**src/rtl/debug_console_wb_pkg.sv**
```systemverilog
// Shared register map, STATUS layout and default result codes for the debug console.
package debug_console_pkg;

   localparam logic [2:0] REG_TXDATA = 3'd0;
   localparam logic [2:0] REG_STATUS = 3'd1;
   localparam logic [2:0] REG_RESULT = 3'd2;
   localparam logic [2:0] REG_CTRL   = 3'd3;

   localparam int ST_LEVEL_W = 9;
   localparam int ST_EMPTY   = 16;
   localparam int ST_FULL    = 17;
   localparam int ST_DONE    = 24;
   localparam int ST_PASS    = 25;
   localparam int ST_FINISH  = 26;

   localparam logic [31:0] DEF_PASS_CODE   = 32'h1;
   localparam logic [31:0] DEF_FAIL_CODE   = 32'h0;
   localparam logic [31:0] DEF_FINISH_CODE = 32'h90;

   // Assemble the STATUS word from its fields; unused bits read as zero.
   function automatic logic [31:0] pack_status(input logic [ST_LEVEL_W-1:0] level,
                                               input logic empty, full, done, pass, finish);
      logic [31:0] s;
      s                   = '0;
      s[ST_LEVEL_W-1:0]   = level;
      s[ST_EMPTY]         = empty;
      s[ST_FULL]          = full;
      s[ST_DONE]          = done;
      s[ST_PASS]          = pass;
      s[ST_FINISH]        = finish;
      return s;
   endfunction

endpackage

```
**src/rtl/debug_console_wb_if.sv**
```systemverilog
// Pipelined Wishbone slave bus bundle for the debug console.
interface debug_console_wb_if;
   logic        wb_cyc_i;
   logic        wb_stb_i;
   logic        wb_we_i;
   logic [31:0] wb_adr_i;
   logic [31:0] wb_dat_i;
   logic [3:0]  wb_sel_i;
   logic        wb_stall_o;
   logic        wb_ack_o;
   logic [31:0] wb_dat_o;
   logic        wb_err_o;

   modport master (
      output wb_cyc_i, wb_stb_i, wb_we_i, wb_adr_i, wb_dat_i, wb_sel_i,
      input  wb_stall_o, wb_ack_o, wb_dat_o, wb_err_o
   );

   modport slave (
      input  wb_cyc_i, wb_stb_i, wb_we_i, wb_adr_i, wb_dat_i, wb_sel_i,
      output wb_stall_o, wb_ack_o, wb_dat_o, wb_err_o
   );
endinterface

```
**src/rtl/debug_console_wb_fifo.sv**
```systemverilog
// Synchronous FIFO with flush; head word is presented combinationally on dout.
module debug_fifo #(
   parameter int WIDTH = 8,
   parameter int DEPTH = 16
) (
   input  logic                     wb_clk_i,
   input  logic                     wb_rst_i,
   input  logic                     push,
   input  logic                     pop,
   input  logic                     flush,
   input  logic [WIDTH-1:0]         din,
   output logic [WIDTH-1:0]         dout,
   output logic                     empty,
   output logic                     full,
   output logic [$clog2(DEPTH):0]   level
);
   localparam int AW = $clog2(DEPTH);

   logic [WIDTH-1:0] mem [DEPTH];
   logic [AW-1:0]    wr_ptr, rd_ptr;
   logic             do_push, do_pop;

   assign empty   = (level == '0);
   assign full    = (level == (AW+1)'(DEPTH));
   assign do_push = push & ~full;
   assign do_pop  = pop & ~empty;
   assign dout    = mem[rd_ptr];

   // Storage array; contents need no reset since level gates visibility.
   always_ff @(posedge wb_clk_i) begin
      if (do_push) mem[wr_ptr] <= din;
   end

   // Pointer and occupancy bookkeeping; flush overrides any pop or push.
   always_ff @(posedge wb_clk_i or posedge wb_rst_i) begin
      if (wb_rst_i) begin
         wr_ptr <= '0;
         rd_ptr <= '0;
         level  <= '0;
      end else if (flush) begin
         wr_ptr <= '0;
         rd_ptr <= '0;
         level  <= '0;
      end else begin
         if (do_push) wr_ptr <= wr_ptr + 1'b1;
         if (do_pop)  rd_ptr <= rd_ptr + 1'b1;
         case ({do_push, do_pop})
            2'b10:   level <= level + 1'b1;
            2'b01:   level <= level - 1'b1;
            default: level <= level;
         endcase
      end
   end
endmodule

```
**src/rtl/debug_console_wb.sv**
```systemverilog
// Wishbone debug console: TX byte FIFO drained over valid/ready plus a test-result mailbox.
module debug_console_wb
   import debug_console_pkg::*;
#(
   parameter int          FIFO_DEPTH  = 16,
   parameter logic [31:0] PASS_CODE   = DEF_PASS_CODE,
   parameter logic [31:0] FAIL_CODE   = DEF_FAIL_CODE,
   parameter logic [31:0] FINISH_CODE = DEF_FINISH_CODE
) (
   input  logic              wb_clk_i,
   input  logic              wb_rst_i,
   debug_console_wb_if.slave wb,
   output logic [7:0]        tx_data_o,
   output logic              tx_valid_o,
   input  logic              tx_ready_i,
   output logic              done_o,
   output logic              pass_o,
   output logic              finish_o
);
   localparam int LW = $clog2(FIFO_DEPTH) + 1;

   logic [2:0]            reg_idx;
   logic                  req, txdata_wr, stall, accept, is_err;
   logic                  push, flush, wr_result;
   logic                  fifo_empty, fifo_full;
   logic [LW-1:0]         fifo_level;
   logic [ST_LEVEL_W-1:0] level9;
   logic [31:0]           result_q, rdata;
   logic                  finish_pend;
   logic                  unused_bits;

   assign reg_idx   = wb.wb_adr_i[4:2];
   assign req       = wb.wb_cyc_i & wb.wb_stb_i;
   assign txdata_wr = req & wb.wb_we_i & (reg_idx == REG_TXDATA);
   // Stall only on a TXDATA write into a full FIFO; a same-cycle pop does not bypass.
   assign stall     = txdata_wr & fifo_full;
   assign accept    = req & ~stall;
   assign is_err    = reg_idx[2] | (wb.wb_we_i & (reg_idx == REG_TXDATA) & ~wb.wb_sel_i[0]);
   assign push      = accept & txdata_wr & wb.wb_sel_i[0];
   assign flush     = accept & wb.wb_we_i & (reg_idx == REG_CTRL) & wb.wb_dat_i[0];
   assign wr_result = accept & wb.wb_we_i & (reg_idx == REG_RESULT);

   assign wb.wb_stall_o = stall;
   assign tx_valid_o    = ~fifo_empty;
   assign level9        = ST_LEVEL_W'(fifo_level);
   assign unused_bits   = &{1'b0, wb.wb_adr_i[31:5], wb.wb_adr_i[1:0], wb.wb_sel_i[3:1]};

   debug_fifo #(.WIDTH(8), .DEPTH(FIFO_DEPTH)) u_fifo (
      .wb_clk_i (wb_clk_i),
      .wb_rst_i (wb_rst_i),
      .push     (push),
      .pop      (tx_ready_i),
      .flush    (flush),
      .din      (wb.wb_dat_i[7:0]),
      .dout     (tx_data_o),
      .empty    (fifo_empty),
      .full     (fifo_full),
      .level    (fifo_level)
   );

   // Read mux; TXDATA, CTRL and undecoded slots read as zero.
   always_comb begin
      rdata = '0;
      case (reg_idx)
         REG_STATUS: rdata = pack_status(level9, fifo_empty, fifo_full, done_o, pass_o, finish_o);
         REG_RESULT: rdata = result_q;
         default:    rdata = '0;
      endcase
   end

   // Single-cycle registered response; data bus is zero outside read acks.
   always_ff @(posedge wb_clk_i or posedge wb_rst_i) begin
      if (wb_rst_i) begin
         wb.wb_ack_o <= 1'b0;
         wb.wb_err_o <= 1'b0;
         wb.wb_dat_o <= '0;
      end else begin
         wb.wb_ack_o <= accept & ~is_err;
         wb.wb_err_o <= accept & is_err;
         wb.wb_dat_o <= (accept & ~is_err & ~wb.wb_we_i) ? rdata : '0;
      end
   end

   // Result mailbox: verdict flags are sticky, finish waits for the FIFO to drain.
   always_ff @(posedge wb_clk_i or posedge wb_rst_i) begin
      if (wb_rst_i) begin
         result_q    <= '0;
         done_o      <= 1'b0;
         pass_o      <= 1'b0;
         finish_pend <= 1'b0;
         finish_o    <= 1'b0;
      end else begin
         if (wr_result) begin
            result_q <= wb.wb_dat_i;
            if (wb.wb_dat_i == PASS_CODE) begin
               done_o <= 1'b1;
               pass_o <= 1'b1;
            end else if (wb.wb_dat_i == FAIL_CODE) begin
               done_o <= 1'b1;
               pass_o <= 1'b0;
            end else if (wb.wb_dat_i == FINISH_CODE) begin
               done_o      <= 1'b1;
               finish_pend <= 1'b1;
            end
         end
         finish_o <= finish_o | (finish_pend & fifo_empty);
      end
   end
endmodule

```
**src/flat_wrapper.sv**
```systemverilog
// flat-port wrapper written by rule: the top's interface ports become plain ports
module debug_console_wb_flat import debug_console_pkg::*;
#(
   parameter int          FIFO_DEPTH  = 16,
   parameter logic [31:0] PASS_CODE   = DEF_PASS_CODE,
   parameter logic [31:0] FAIL_CODE   = DEF_FAIL_CODE,
   parameter logic [31:0] FINISH_CODE = DEF_FINISH_CODE
)
  (wb_clk_i, wb_rst_i, tx_data_o, tx_valid_o, tx_ready_i, done_o, pass_o, finish_o, wb_wb_cyc_i, wb_wb_stb_i, wb_wb_we_i, wb_wb_adr_i, wb_wb_dat_i, wb_wb_sel_i, wb_wb_stall_o, wb_wb_ack_o, wb_wb_dat_o, wb_wb_err_o);
  debug_console_wb_if wb_i ();
  input  logic wb_clk_i;
  input  logic wb_rst_i;
  output logic [7:0] tx_data_o;
  output logic tx_valid_o;
  input  logic tx_ready_i;
  output logic done_o;
  output logic pass_o;
  output logic finish_o;
  input wire logic [$bits(wb_i.wb_cyc_i)-1:0] wb_wb_cyc_i;
  input wire logic [$bits(wb_i.wb_stb_i)-1:0] wb_wb_stb_i;
  input wire logic [$bits(wb_i.wb_we_i)-1:0] wb_wb_we_i;
  input wire logic [$bits(wb_i.wb_adr_i)-1:0] wb_wb_adr_i;
  input wire logic [$bits(wb_i.wb_dat_i)-1:0] wb_wb_dat_i;
  input wire logic [$bits(wb_i.wb_sel_i)-1:0] wb_wb_sel_i;
  output wire logic [$bits(wb_i.wb_stall_o)-1:0] wb_wb_stall_o;
  output wire logic [$bits(wb_i.wb_ack_o)-1:0] wb_wb_ack_o;
  output wire logic [$bits(wb_i.wb_dat_o)-1:0] wb_wb_dat_o;
  output wire logic [$bits(wb_i.wb_err_o)-1:0] wb_wb_err_o;
  assign wb_i.wb_cyc_i = wb_wb_cyc_i;
  assign wb_i.wb_stb_i = wb_wb_stb_i;
  assign wb_i.wb_we_i = wb_wb_we_i;
  assign wb_i.wb_adr_i = wb_wb_adr_i;
  assign wb_i.wb_dat_i = wb_wb_dat_i;
  assign wb_i.wb_sel_i = wb_wb_sel_i;
  assign wb_wb_stall_o = wb_i.wb_stall_o;
  assign wb_wb_ack_o = wb_i.wb_ack_o;
  assign wb_wb_dat_o = wb_i.wb_dat_o;
  assign wb_wb_err_o = wb_i.wb_err_o;
  debug_console_wb #(.FIFO_DEPTH(FIFO_DEPTH), .PASS_CODE(PASS_CODE), .FAIL_CODE(FAIL_CODE), .FINISH_CODE(FINISH_CODE)) u_core (.wb_clk_i(wb_clk_i), .wb_rst_i(wb_rst_i), .wb(wb_i), .tx_data_o(tx_data_o), .tx_valid_o(tx_valid_o), .tx_ready_i(tx_ready_i), .done_o(done_o), .pass_o(pass_o), .finish_o(finish_o));
endmodule
```
**config.mk**
```make
export PLATFORM = sky130hd
export DESIGN_NAME = debug_console_wb_flat
export DESIGN_NICKNAME = d
export VERILOG_FILES = /design/src/rtl/debug_console_wb_pkg.sv /design/src/rtl/debug_console_wb_if.sv /design/src/rtl/debug_console_wb_fifo.sv /design/src/rtl/debug_console_wb.sv /design/src/flat_wrapper.sv
export SDC_FILE = /design/constraint.sdc
export NUM_CORES = 1
export LEC_CHECK = 0
export CORE_MARGIN = 8
export CORE_UTILIZATION = 33
export DETAILED_ROUTE_END_ITERATION = 6
export PLACE_DENSITY_LB_ADDON = 0.1
export SLEW_MARGIN = 10
export SYNTH_ARGS = -nofsm -noshare
export SYNTH_HDL_FRONTEND = slang
export SYNTH_SLANG_ARGS = --single-unit
```
**constraint.sdc**
```tcl
create_clock -name wb_clk_i -period 4.8 [get_ports wb_clk_i]
set_input_delay 0.96 -clock wb_clk_i [delete_from_list [all_inputs] [get_ports wb_clk_i]]
set_output_delay 0.96 -clock wb_clk_i [all_outputs]
set_load 0.005 [all_outputs]
```
==> flow_summary.ini <==
[run_status]
status = finished, final reports clean

[timing]
fin_skew_ns = 0.0148
setup_viol = 0
rsz0062_at_grt = no
fin_crit_sh = 0.844
clock.fmax_mhz = 247
hold_viol = 0
period_needed_ns = 4.05
maxSlewViolCount = 0
tightest_slew_ns = 0.869
fin_setup_tns_ns = 0
fin_ws_ns = 0.749
maxSlewHeadroom = 0.418

[clocking]
cts_setup_buffers = 0
cts_tree = built
cts_buffers = 24
clock_sinks = 211
cts_root_buf = clkbuf_16
clockBufferDepth = 3
ctsResizeCount = 0
htreeDepth = 1
clk_latency_ns = 0.51
path_clk_slew_ns = 0.06
hold_buffers = 0

[floorplan]
ios = 121
rows = 58
die_h_microns = 176
start_util = 0.335
coreArea_sq_um = 25200
die_w_microns = 176
dieArea_sq_um = 31000

[synth]
synth_edf_count = 128
syn_inst = 548
synth_cell_types = 50
synth_top_cell_by_area = edfxtp_1
yosysWarningCount = 0
netlist_area_sq_um = 8450
yosys-top-cells-count = edfxtp_1 (128), nand2_1 (105), dfrtp_1 (83), mux4_2 (40), and2_1 (27)
ys_seq_area_frac = 0.701
synth_top_area_frac = 0.455
synth_nets = 630
synth.most_common_cell = edfxtp_1
synth_seq_cells = 211
async_flop_share = 0.393
synth_area_leaders = edfxtp_1 (46%), dfrtp_1 (25%), mux4_2 (11%), nand2_1 (4.7%), and2_1 (2.0%)
synthFlopType = edfxtp_1
syn_area_per_cell_sq_um = 15.4

[hold_path]
hp-start = u_core.result_q[21]$_DFFE_PP0P_
hold_end = u_core.result_q[21]$_DFFE_PP0P_
whs_path_depth = 2
hp-class = reg2reg

[placed_design]
port_buffers = 88
hpwl_mm = 12.9
gp_congestion = 0.758
pre_cts_slack_ns = 0.883

[job]
maxCapViolCount = 0

[drt]
drtPass1Iterations = 4
vias_per_cell = 4.81
drt-initial-drc-count = 229
dr_total_vias = 4804
drc = 0
wl_mm = 20.0
wl_per_cell_microns = 20.0
ant_nets = 0

[grt]
grt_max_degree = 49
grt_overflow = 0
antenna_found_initial = 0
grt_pass1_vias = 5260
grtUsageTotal = 0.129
grt_pass1_wl_mm = 30.9

[finish]
regArea_sq_um = 5920
final_nets = 734
drive_gt1_frac = 0.153
multi_input_area_sq_um = 2310
syn_to_final_growth_pct = 24.3
n_antenna_cell = 0
fillers = 2265

[critical_path]
r2r_slack_ns = 1.44
cp-start-kind = flop
r2r.worst_path.cells = 10
crit_arrival_ns = 3.09
r2r-start = u_core.u_fifo.level[0]$_DFFE_PP0P_
r2r-end = u_core.u_fifo.level[4]$_DFFE_PP0P_
crit_path_end_kind = output pin
critPathKind = reg2out
critPathMaxFanout = 18
required_ns = 3.84

[power_and_ir_drop]
p_per_area_nw_per_um2 = 476
cellLeakagePower_nw = 3.99
ir_drop_mv = 0.239
## layout by cell type (no fill, tap or decap), drive strengths merged, types with 3 or more instances in the layout
master         synthesis  final
a21oi                  8      8
a22oi                 10     10
and2                  27     27
buf                    8     19
clkbuf                21     28
clkdlybuf4s50          0     88
clkinv                 0     12
dfrtp                 83     83
edfxtp               128    128
ha                     8      8
inv                   14     13
mux2i                  3      3
mux4                  40     40
nand2                106    106
nand3                  3      3
nand4                  3      3
nor2                  25     25
nor2b                  3      3
nor3                   4      4
nor4                  14     14
o21ai                  6      6
xor2                   6      6
## worst max-delay path by stage
stage                                             start                            endpoint  cells after the start  slack, ns
floorplan                                wb_wb_adr_i[4]  u_core.u_fifo.level[4]$_DFFE_PP0P_                     13       1.46
global placement                             wb_wb_we_i  u_core.u_fifo.level[4]$_DFFE_PP0P_                     11       0.94
detailed placement                           wb_wb_we_i  u_core.u_fifo.level[4]$_DFFE_PP0P_                     11       0.88
CTS                 u_core.u_fifo.rd_ptr[0]$_DFFE_PP0P_                        tx_data_o[4]                      4       0.64
global route        u_core.u_fifo.rd_ptr[0]$_DFFE_PP0P_                        tx_data_o[4]                      4       0.59
finish              u_core.u_fifo.rd_ptr[0]$_DFFE_PP0P_                        tx_data_o[0]                      4       0.75
## cell type report
type                       instances  area share
tap                              330      0.0393
clock buffer                      28      0.0607
multi-input combinational        294       0.221
inverter                          14     0.00560
timing repair buffer             107      0.0987
sequential                       211       0.564
clock inverter                    14      0.0107
## metrics by stage
| step | std cells | hold slack [ns] | total power, mW | utilization | cell area [sq um] |
|---|---|---|---|---|---|
| floorplan | 548 | 0.437 | 2.89 | - | 8450 |
| detailed placement | 956 | 0.454 | 3.31 | 0.387 | 9740 |
| CTS | 998 | 0.468 | 5.08 | 0.417 | 10500 |
| finish | 998 | 0.467 | 4.99 | 0.417 | 10500 |
| global placement | 956 | 0.450 | 3.29 | 0.387 | 9740 |
| global route | 998 | 0.489 | 5.22 | 0.417 | 10500 |
## report_power, final
part           internal (mW)  switching [mW]
registers               2.02           0.171
clock network           1.05           0.707
logic                  0.613           0.429
total                   3.68            1.31
## kinds of logic after synthesis
group | count (synthesis) | synth area share
AO/OA/AOI/OAI | 37 | 0.0313
XOR/XNOR | 6 | 0.00622
adder cells (fa/ha/maj) | 8 | 0.0119
buffers and inverters | 43 | 0.0255
flip-flops | 211 | 0.701
multiplexers | 44 | 0.112
AND/OR/NAND/NOR | 199 | 0.113
## state kept, by name, indices dropped and copies added, names as in the netlist
name                  cells
u_core.finish_pend        1
u_core.pass_o             1
u_core.finish_o           1
u_core.wb.wb_dat_o       32
u_core.result_q          32
u_core.u_fifo.mem       128
u_core.u_fifo.level       5
u_core.wb.wb_err_o        1
u_core.done_o             1
u_core.u_fifo.wr_ptr      4
u_core.u_fifo.rd_ptr      4
u_core.wb.wb_ack_o        1
## worst max-delay path, stage by stage, from the launching register on
cell	delay (ns)
dfrtp_2	0.75
buf_4	0.30
mux4_2	0.55
mux4_2	0.51
clkdlybuf4s50_1	0.47
## per-layer routing
layer / global-route usage / wire length (microns) / vias to the layer above
met5: 0 / 0 / -
met1: 0.165 / 8870 / 2422
met3: 0.0402 / 1400 / 32
li1: - / - / 2228
met4: 0.0381 / 455 / 0
met2: 0.209 / 9220 / 122
Power figures use the tool's default switching activity.
